--- src/rtl/pipe_stage_reg_if.sv ---
// Bus between two pipeline stages and the stage register that separates them.
// Carries the hazard/exception controls (req_i, flush_i, stall_i), the incoming
// instruction slot (in_*) and the registered slot seen by the next stage (out_*).
// master: upstream side (drives controls and in_*, observes out_*).
// slave : the pipe_stage_reg instance (consumes controls and in_*, drives out_*).
interface pipe_stage_reg_if #(
  parameter int unsigned N_DATA = 4,
  parameter int unsigned DATA_W = 32,
  parameter int unsigned CTRL_W = 8,
  parameter int unsigned TNEW_W = 3,
  parameter int unsigned EXC_W  = 5
);
  localparam int unsigned PAYLOAD_W = N_DATA * DATA_W;
  localparam int unsigned WR_W      = 5;

  logic                 req_i;
  logic                 flush_i;
  logic                 stall_i;

  logic                 in_valid;
  logic [DATA_W-1:0]    in_pc;
  logic                 in_bd;
  logic [EXC_W-1:0]     in_exccode;
  logic [WR_W-1:0]      in_wr;
  logic                 in_regwrite;
  logic [CTRL_W-1:0]    in_ctrl;
  logic [TNEW_W-1:0]    in_tnew;
  logic [PAYLOAD_W-1:0] in_data;

  logic                 out_valid;
  logic [DATA_W-1:0]    out_pc;
  logic                 out_bd;
  logic [EXC_W-1:0]     out_exccode;
  logic [WR_W-1:0]      out_wr;
  logic                 out_regwrite;
  logic [CTRL_W-1:0]    out_ctrl;
  logic [TNEW_W-1:0]    out_tnew;
  logic [PAYLOAD_W-1:0] out_data;

  modport master (
    output req_i, flush_i, stall_i,
    output in_valid, in_pc, in_bd, in_exccode, in_wr, in_regwrite, in_ctrl, in_tnew, in_data,
    input  out_valid, out_pc, out_bd, out_exccode, out_wr, out_regwrite, out_ctrl, out_tnew, out_data
  );

  modport slave (
    input  req_i, flush_i, stall_i,
    input  in_valid, in_pc, in_bd, in_exccode, in_wr, in_regwrite, in_ctrl, in_tnew, in_data,
    output out_valid, out_pc, out_bd, out_exccode, out_wr, out_regwrite, out_ctrl, out_tnew, out_data
  );
endinterface

--- src/rtl/pipe_stage_reg.sv ---
// Inter-stage pipeline register for the 5-stage MIPS core (F/D, D/E, E/M, M/W).
// Adds hold (stall), bubble insertion (flush), exception bubble (req) and a
// saturating Tnew decrement on top of a plain register slice.
// Ports:
//   clk   - clock, all updates on posedge
//   reset - synchronous, active-high; loads RESET_PC, clears everything else
//   bus   - pipe_stage_reg_if.slave: controls, in_* slot, registered out_* slot
// Priority: reset > req_i > flush_i > stall_i > load. Every output is a flop.
module pipe_stage_reg #(
  parameter int unsigned        N_DATA   = 4,
  parameter int unsigned        DATA_W   = 32,
  parameter int unsigned        CTRL_W   = 8,
  parameter int unsigned        TNEW_W   = 3,
  parameter int unsigned        EXC_W    = 5,
  parameter logic [DATA_W-1:0]  RESET_PC = DATA_W'(32'h0000_3000),
  parameter logic [DATA_W-1:0]  EXC_PC   = DATA_W'(32'h0000_4180)
) (
  input  logic              clk,
  input  logic              reset,
  pipe_stage_reg_if.slave   bus
);
  localparam int unsigned PAYLOAD_W = N_DATA * DATA_W;
  localparam int unsigned WR_W      = 5;

  logic                 valid_q,    valid_d;
  logic [DATA_W-1:0]    pc_q,       pc_d;
  logic                 bd_q,       bd_d;
  logic [EXC_W-1:0]     exccode_q,  exccode_d;
  logic [WR_W-1:0]      wr_q,       wr_d;
  logic                 regwrite_q, regwrite_d;
  logic [CTRL_W-1:0]    ctrl_q,     ctrl_d;
  logic [TNEW_W-1:0]    tnew_q,     tnew_d;
  logic [PAYLOAD_W-1:0] data_q,     data_d;

  // State register; reset wins over everything, including a stall.
  always_ff @(posedge clk) begin
    if (reset) begin
      valid_q    <= 1'b0;
      pc_q       <= RESET_PC;
      bd_q       <= 1'b0;
      exccode_q  <= '0;
      wr_q       <= '0;
      regwrite_q <= 1'b0;
      ctrl_q     <= '0;
      tnew_q     <= '0;
      data_q     <= '0;
    end else begin
      valid_q    <= valid_d;
      pc_q       <= pc_d;
      bd_q       <= bd_d;
      exccode_q  <= exccode_d;
      wr_q       <= wr_d;
      regwrite_q <= regwrite_d;
      ctrl_q     <= ctrl_d;
      tnew_q     <= tnew_d;
      data_q     <= data_d;
    end
  end

  // Next-state selection; the default (hold) is the stall case.
  always_comb begin
    valid_d    = valid_q;
    pc_d       = pc_q;
    bd_d       = bd_q;
    exccode_d  = exccode_q;
    wr_d       = wr_q;
    regwrite_d = regwrite_q;
    ctrl_d     = ctrl_q;
    tnew_d     = tnew_q;
    data_d     = data_q;

    if (bus.req_i) begin
      // Exception bubble: redirect to the handler, drop the slot entirely.
      valid_d    = 1'b0;
      pc_d       = EXC_PC;
      bd_d       = 1'b0;
      exccode_d  = '0;
      wr_d       = '0;
      regwrite_d = 1'b0;
      ctrl_d     = '0;
      tnew_d     = '0;
      data_d     = '0;
    end else if (bus.flush_i) begin
      // Bubble keeps PC/BD so CP0 still sees the right macroscopic PC.
      valid_d    = 1'b0;
      pc_d       = bus.in_pc;
      bd_d       = bus.in_bd;
      exccode_d  = '0;
      wr_d       = '0;
      regwrite_d = 1'b0;
      ctrl_d     = '0;
      tnew_d     = '0;
      data_d     = '0;
    end else if (!bus.stall_i) begin
      valid_d    = bus.in_valid;
      pc_d       = bus.in_pc;
      bd_d       = bus.in_bd;
      exccode_d  = bus.in_exccode;
      // Hide the destination of non-writing instructions from forwarding.
      wr_d       = bus.in_regwrite ? bus.in_wr : WR_W'(0);
      regwrite_d = bus.in_regwrite & bus.in_valid;
      ctrl_d     = bus.in_ctrl;
      // Saturating decrement: Tnew never wraps back to all-ones.
      tnew_d     = (bus.in_tnew == '0) ? TNEW_W'(0) : bus.in_tnew - TNEW_W'(1);
      data_d     = bus.in_data;
    end
  end

  assign bus.out_valid    = valid_q;
  assign bus.out_pc       = pc_q;
  assign bus.out_bd       = bd_q;
  assign bus.out_exccode  = exccode_q;
  assign bus.out_wr       = wr_q;
  assign bus.out_regwrite = regwrite_q;
  assign bus.out_ctrl     = ctrl_q;
  assign bus.out_tnew     = tnew_q;
  assign bus.out_data     = data_q;
endmodule

--- src/flat_wrapper.sv ---
// flat-port wrapper written by rule: the top's interface ports become plain ports
module pipe_stage_reg_flat 
#(
  parameter int unsigned        N_DATA   = 4,
  parameter int unsigned        DATA_W   = 32,
  parameter int unsigned        CTRL_W   = 8,
  parameter int unsigned        TNEW_W   = 3,
  parameter int unsigned        EXC_W    = 5,
  parameter logic [DATA_W-1:0]  RESET_PC = DATA_W'(32'h0000_3000),
  parameter logic [DATA_W-1:0]  EXC_PC   = DATA_W'(32'h0000_4180)
)
  (clk, reset, bus_req_i, bus_flush_i, bus_stall_i, bus_in_valid, bus_in_pc, bus_in_bd, bus_in_exccode, bus_in_wr, bus_in_regwrite, bus_in_ctrl, bus_in_tnew, bus_in_data, bus_out_valid, bus_out_pc, bus_out_bd, bus_out_exccode, bus_out_wr, bus_out_regwrite, bus_out_ctrl, bus_out_tnew, bus_out_data);
  pipe_stage_reg_if #(.N_DATA(N_DATA), .DATA_W(DATA_W), .CTRL_W(CTRL_W), .TNEW_W(TNEW_W), .EXC_W(EXC_W)) bus_i ();
  input  logic clk;
  input  logic reset;
  input wire logic [$bits(bus_i.req_i)-1:0] bus_req_i;
  input wire logic [$bits(bus_i.flush_i)-1:0] bus_flush_i;
  input wire logic [$bits(bus_i.stall_i)-1:0] bus_stall_i;
  input wire logic [$bits(bus_i.in_valid)-1:0] bus_in_valid;
  input wire logic [$bits(bus_i.in_pc)-1:0] bus_in_pc;
  input wire logic [$bits(bus_i.in_bd)-1:0] bus_in_bd;
  input wire logic [$bits(bus_i.in_exccode)-1:0] bus_in_exccode;
  input wire logic [$bits(bus_i.in_wr)-1:0] bus_in_wr;
  input wire logic [$bits(bus_i.in_regwrite)-1:0] bus_in_regwrite;
  input wire logic [$bits(bus_i.in_ctrl)-1:0] bus_in_ctrl;
  input wire logic [$bits(bus_i.in_tnew)-1:0] bus_in_tnew;
  input wire logic [$bits(bus_i.in_data)-1:0] bus_in_data;
  output wire logic [$bits(bus_i.out_valid)-1:0] bus_out_valid;
  output wire logic [$bits(bus_i.out_pc)-1:0] bus_out_pc;
  output wire logic [$bits(bus_i.out_bd)-1:0] bus_out_bd;
  output wire logic [$bits(bus_i.out_exccode)-1:0] bus_out_exccode;
  output wire logic [$bits(bus_i.out_wr)-1:0] bus_out_wr;
  output wire logic [$bits(bus_i.out_regwrite)-1:0] bus_out_regwrite;
  output wire logic [$bits(bus_i.out_ctrl)-1:0] bus_out_ctrl;
  output wire logic [$bits(bus_i.out_tnew)-1:0] bus_out_tnew;
  output wire logic [$bits(bus_i.out_data)-1:0] bus_out_data;
  assign bus_i.req_i = bus_req_i;
  assign bus_i.flush_i = bus_flush_i;
  assign bus_i.stall_i = bus_stall_i;
  assign bus_i.in_valid = bus_in_valid;
  assign bus_i.in_pc = bus_in_pc;
  assign bus_i.in_bd = bus_in_bd;
  assign bus_i.in_exccode = bus_in_exccode;
  assign bus_i.in_wr = bus_in_wr;
  assign bus_i.in_regwrite = bus_in_regwrite;
  assign bus_i.in_ctrl = bus_in_ctrl;
  assign bus_i.in_tnew = bus_in_tnew;
  assign bus_i.in_data = bus_in_data;
  assign bus_out_valid = bus_i.out_valid;
  assign bus_out_pc = bus_i.out_pc;
  assign bus_out_bd = bus_i.out_bd;
  assign bus_out_exccode = bus_i.out_exccode;
  assign bus_out_wr = bus_i.out_wr;
  assign bus_out_regwrite = bus_i.out_regwrite;
  assign bus_out_ctrl = bus_i.out_ctrl;
  assign bus_out_tnew = bus_i.out_tnew;
  assign bus_out_data = bus_i.out_data;
  pipe_stage_reg #(.N_DATA(N_DATA), .DATA_W(DATA_W), .CTRL_W(CTRL_W), .TNEW_W(TNEW_W), .EXC_W(EXC_W), .RESET_PC(RESET_PC), .EXC_PC(EXC_PC)) u_core (.clk(clk), .reset(reset), .bus(bus_i));
endmodule
--- config.mk ---
export PLATFORM = sky130hd
export DESIGN_NAME = pipe_stage_reg_flat
export DESIGN_NICKNAME = d
export VERILOG_FILES = /design/src/rtl/pipe_stage_reg_if.sv /design/src/rtl/pipe_stage_reg.sv /design/src/flat_wrapper.sv
export SDC_FILE = /design/constraint.sdc
export NUM_CORES = 1
export LEC_CHECK = 0
export ABC_AREA = 1
export CAP_MARGIN = 20
export CELL_PAD_IN_SITES_DETAIL_PLACEMENT = 1
export CELL_PAD_IN_SITES_GLOBAL_PLACEMENT = 1
export CORE_MARGIN = 2
export CORE_UTILIZATION = 26
export CTS_CLUSTER_DIAMETER = 50
export DETAILED_ROUTE_END_ITERATION = 6
export PLACE_DENSITY = 0.85
export SLEW_MARGIN = 40
export SYNTH_ARGS = -nofsm -noshare
export SYNTH_HDL_FRONTEND = slang
export SYNTH_SLANG_ARGS = --single-unit
--- constraint.sdc ---
create_clock -name clk -period 0.9 [get_ports clk]
set_input_delay 0.135 -clock clk [delete_from_list [all_inputs] [get_ports clk]]
set_output_delay 0.135 -clock clk [all_outputs]
set_load 0.01 [all_outputs]
### After elaboration in Yosys (flattened, before gate mapping)

Cells that the tools add are included.

* add/sub/neg operators: 1
* $mul: 0
* divide/modulo/power cells: 0
* order comparisons: 0
* eq/ne operators: 2
* shift-type cells: 0
* multiplexer cells: 7
* bitwise gates (word level): 1
* reduce and logical (&&, ||, !) cells: 3

Operators by type and width (count)
* 32-bit two-way mux: 2
* 15-bit two-way mux: 1
* 5-bit two-way mux: 1
* 3-bit zero test: 1
* 3-bit two-way mux: 1
* 3-bit != test (second input constant): 1
* 3-bit OR reduction: 1
* 3-bit by 1-bit subtractor with 3-bit output (second input constant): 1
* 1-bit two-way mux: 2
* 2-bit != test (second input constant): 1
* 2-bit OR reduction: 1
* 1-bit AND: 1

* register bits after elaboration: 184
* latch bits: 0
* bits in writable memories: 0
* bits in read-only memories: 0
* input bits: 189
* output and inout port bits: 184
* word-level logic and storage cells: 24
* memories: 0

### Depth between registers and ports, before layout

* depth in word-level cells: 3
* gate-level depth with buffers: 6
* mapped depth without buffers: 5

### Worst setup path after synthesis

No wires, ideal clock.

* path type: in2reg
* from: input bus_flush_i
* to: register u_core.data_q[102] (netlist: u_core.bus.out_data[102])
* setup time: 0.125 ns
* arrival time: 0.750 ns
* required time: 0.775 ns
* path slack: 0.025 ns
* stages: 5
* path buffers: 2
* path through: inv_1 > nand2_2 > buf_2 > buf_2 > a21oi_2

* word-level cells in the longest chain between the ends: 1

Ends and longest elaborated chain
* from (decl): line flat_wrapper.sv:17 `input wire logic [$bits(bus_i.flush_i)-1:0] bus_flush_i;`
* 3-bit OR reduction (no source line)
* to (signal assigned): line pipe_stage_reg.sv:56 `data_q <= data_d;`
* to (decl): line pipe_stage_reg.sv:33 `logic [PAYLOAD_W-1:0] data_q, data_d;`

Every way passes these cells.
A chain may end at the register's enable or synchronous reset.

### Final worst setup path

* from: register u_core.data_q[10] (netlist: u_core.bus.out_data[10])
* to: output bus_out_data[10]

RTL lines
* to (decl): line flat_wrapper.sv:36 `output wire logic [$bits(bus_i.out_data)-1:0] bus_out_data;`

No word-level cell between the ends.

==> flow_metrics.py <==
metrics = {
    "timing": {
        "timing.final.ws_setup_ps": -137,
        "tightest_slew_ps": 313,
        "tns_ps": -17450,
        "drv_slew": 0,
        "slew_headroom": 0.791,
        "period_share": 1.15,
        "min_period_ps": 1040,
        "hold_viol_final": 0,
        "fmax_mhz": 964,
        "fin_worst_skew_ps": 0,
        "whs_ps": 158,
        "rsz0062_at_grt": "true",
        "setup_viol": 187,
    },
    "final_layout": {
        "nets": 1516,
        "post-route-util": 0.530,
        "finalInstanceArea_mm2": 0.0133,
        "final_cells": 1666,
        "n_antenna_cell": 0,
        "fill_cells": 2857,
        "drive_gt1_frac": 0.490,
        "area_growth_pct": 100,
    },
    "yosys": {
        "seq_area_frac_synth": 0.554,
        "synth_area_per_cell_um2": 8.10,
        "syn_inst": 821,
        "synth_cell_types": 20,
        "netlist_area_mm2": 0.00665,
        "ys_ff_latch": 184,
        "synth_nets": 1012,
        "ys_warn_count": 0,
    },
    "place": {
        "gp_congestion": 0.763,
        "hpwlAfterDp_mm": 19.3,
        "placed_cell_area_mm2": 0.0113,
        "place_ws_ps": -669,
        "io_buffers": 372,
        "dp.cells": 1553,
    },
    "detailed_routing": {
        "drc_errors": 0,
        "drtIter0Drc": 294,
        "routed_wl_mm": 30.6,
        "drt-pass1-iter-count": 4,
        "via_per_inst": 4.53,
        "wire_per_inst_um": 18.4,
        "vias": 7546,
        "detail-route-antenna-nets": 0,
    },
    "cts": {
        "cts_buffers": 17,
        "clk_pin_slew_ps": 80,
        "cts_tree": "built",
        "root_buffer": "clkbuf_16",
        "clockBufferDepth": 2,
        "htreeDepth": 4,
        "clkLatencyLatePin_ps": 410,
        "cts_hold_buf": 0,
        "cts_sinks": 184,
    },
    "floorplan": {
        "die_height_um": 164,
        "io_pins": 373,
        "die_x_um": 164,
        "fp.coreArea_mm2": 0.0251,
        "die-area_mm2": 0.0269,
        "initial_core_util": 0.265,
        "num_rows": 58,
    },
    "critical_path": {
        "cp.depth": 1,
        "end_kind": "output port",
        "critPathMaxStageDelay_ps": 370,
        "worstSetupPathType": "flop to output port",
        "path_max_fanout": 2,
        "critPathRequiredTime_ps": 760,
        "cp_num_buf_inv": 1,
        "crit_path_start_kind": "flop",
        "crit_slowest_cell": "dfxtp_2",
        "cp_data_arrival_time_ps": 900,
        "r2r.worst_path.cells": 4,
        "path_cells": "buf_6",
        "critPathTopFamily": "flip-flops",
        "r2r_setup_slack_ps": -10,
    },
    "power": {
        "leakage_nw": 5.58,
        "power_mw": 19.4,
        "p_per_area_mw_per_mm2": 1460,
        "ir_drop_uv": 1220,
    },
    "grt": {
        "grt_max_degree": 29,
        "grt_antenna_before_repair": 0,
        "first_global_vias": 8057,
        "grt_remaining_overflow": 0,
        "grt_usage": 0.211,
        "grt_pass1_wl_mm": 43.8,
    },
    "job": {
        "max-cap-violations": 0,
    },
    "min_path": {
        "hold_depth": 5,
        "hold_class": "primary input to flop",
    },
    "run_status": {
        "violations": "setup timing",
        "outcome": "complete, but fails checks",
    },
}
registers in the layout, summed over array words and instances, names as in the netlist:
name / flops
u_core.bus.out_exccode: 5
u_core.bus.out_bd: 1
u_core.bus.out_data: 128
u_core.bus.out_wr: 5
u_core.bus.out_ctrl: 8
u_core.bus.out_regwrite: 1
u_core.bus.out_valid: 1
u_core.bus.out_pc: 32
u_core.bus.out_tnew: 3
cell families (layout without fill, tap and decap cells):
kind of cell	after synthesis	in the layout	synth area share
AOI/OAI and AO/OA	179	179	0.158
adders and majority gates	2	2	0.00376
buffers and inverters	69	583	0.0546
and+or+nand+nor	387	388	0.230
DFF	184	184	0.554
routing by layer:
metal,part of all wire,wire length (µm),vias to the layer above,global-route usage
met5,0,0,-,0
met4,0.028,856,0,0.0650
met3,0.070,2130,46,0.0629
met2,0.52,16000,274,0.396
met1,0.38,11600,3606,0.227
li1,-,-,3620,-
power by group:
group	total (mW)	switching (mW)	leakage, nW	internal, mW
Clock	7.96	3.54	0.285	4.42
Combinational	2.92	1.21	3.71	1.71
Sequential	8.52	0.149	1.58	8.37
Total	19.4	4.90	5.58	14.5
cell usage after synthesis:
library cell,count,area [µm²]
nand2_2,22,138
nor2_4,1,11.3
nor2_1,69,259
buf_8,2,30.0
a21oi_1,110,551
nand3_1,8,40.0
nor2_2,1,6.26
o21ai_1,3,15.0
nand2_1,286,1070
a21oi_2,41,359
ha_1,2,25.0
clkbuf_2,1,5.00
inv_1,11,41.3
o21ai_0,25,125
clkbuf_1,16,60.1
buf_4,1,7.51
buf_2,31,155
buf_6,5,56.3
inv_2,2,7.51
dfxtp_1,184,3680
area by class of cell:
| class | count | area, µm² | area share |
|---|---|---|---|
| Multi-Input combinational cell | 569 | 2710 | 0.203 |
| Sequential cell | 184 | 3910 | 0.294 |
| Clock buffer | 18 | 429 | 0.0322 |
| Tap cell | 330 | 413 | 0.0310 |
| Clock inverter | 12 | 169 | 0.0127 |
| Inverter | 13 | 55.1 | 0.00414 |
| Timing Repair Buffer | 540 | 5630 | 0.423 |
what timing repair did:
| action | in CTS | in global routing |
|---|---|---|
| pin swaps | 3 | 5 |
| cloned | 6 | 0 |
| buffers inserted | 40 | 39 |
| setup endpoints to repair | 361 | 258 |
| hold endpoints to repair | 0 | 0 |
| resized for setup | 1139 | 27 |
cells in the final DEF (no fill, tap or decap), types with 6 or more instances in the layout:
master / Yosys / layout
buf_16: 0 / 6
nand3_1: 8 / 7
buf_12: 0 / 21
nand2_2: 22 / 21
a21oi_1: 110 / 95
buf_6: 5 / 193
clkdlybuf4s50_1: 0 / 184
nor2_1: 69 / 67
o21ai_0: 25 / 24
a21oi_2: 41 / 56
buf_4: 1 / 133
clkbuf_16: 0 / 17
dfxtp_2: 0 / 184
inv_1: 11 / 10
nand2_1: 286 / 286
path summary, 6_finish.rpt:
check,start,end
worst max-delay path,u_core.bus.out_data[10]$_SDFFE_PP0N_,bus_out_data[10]
worst min-delay path,bus_req_i,u_core.bus.out_pc[13]$_SDFFE_PP1P_
worst max register to register,u_core.bus.out_data[52]$_SDFFE_PP0N_,u_core.bus.out_data[52]$_SDFFE_PP0N_
worst min register to register,u_core.bus.out_data[61]$_SDFFE_PP0N_,u_core.bus.out_data[61]$_SDFFE_PP0N_
Note: power is estimated with default switching activity, not from simulation.
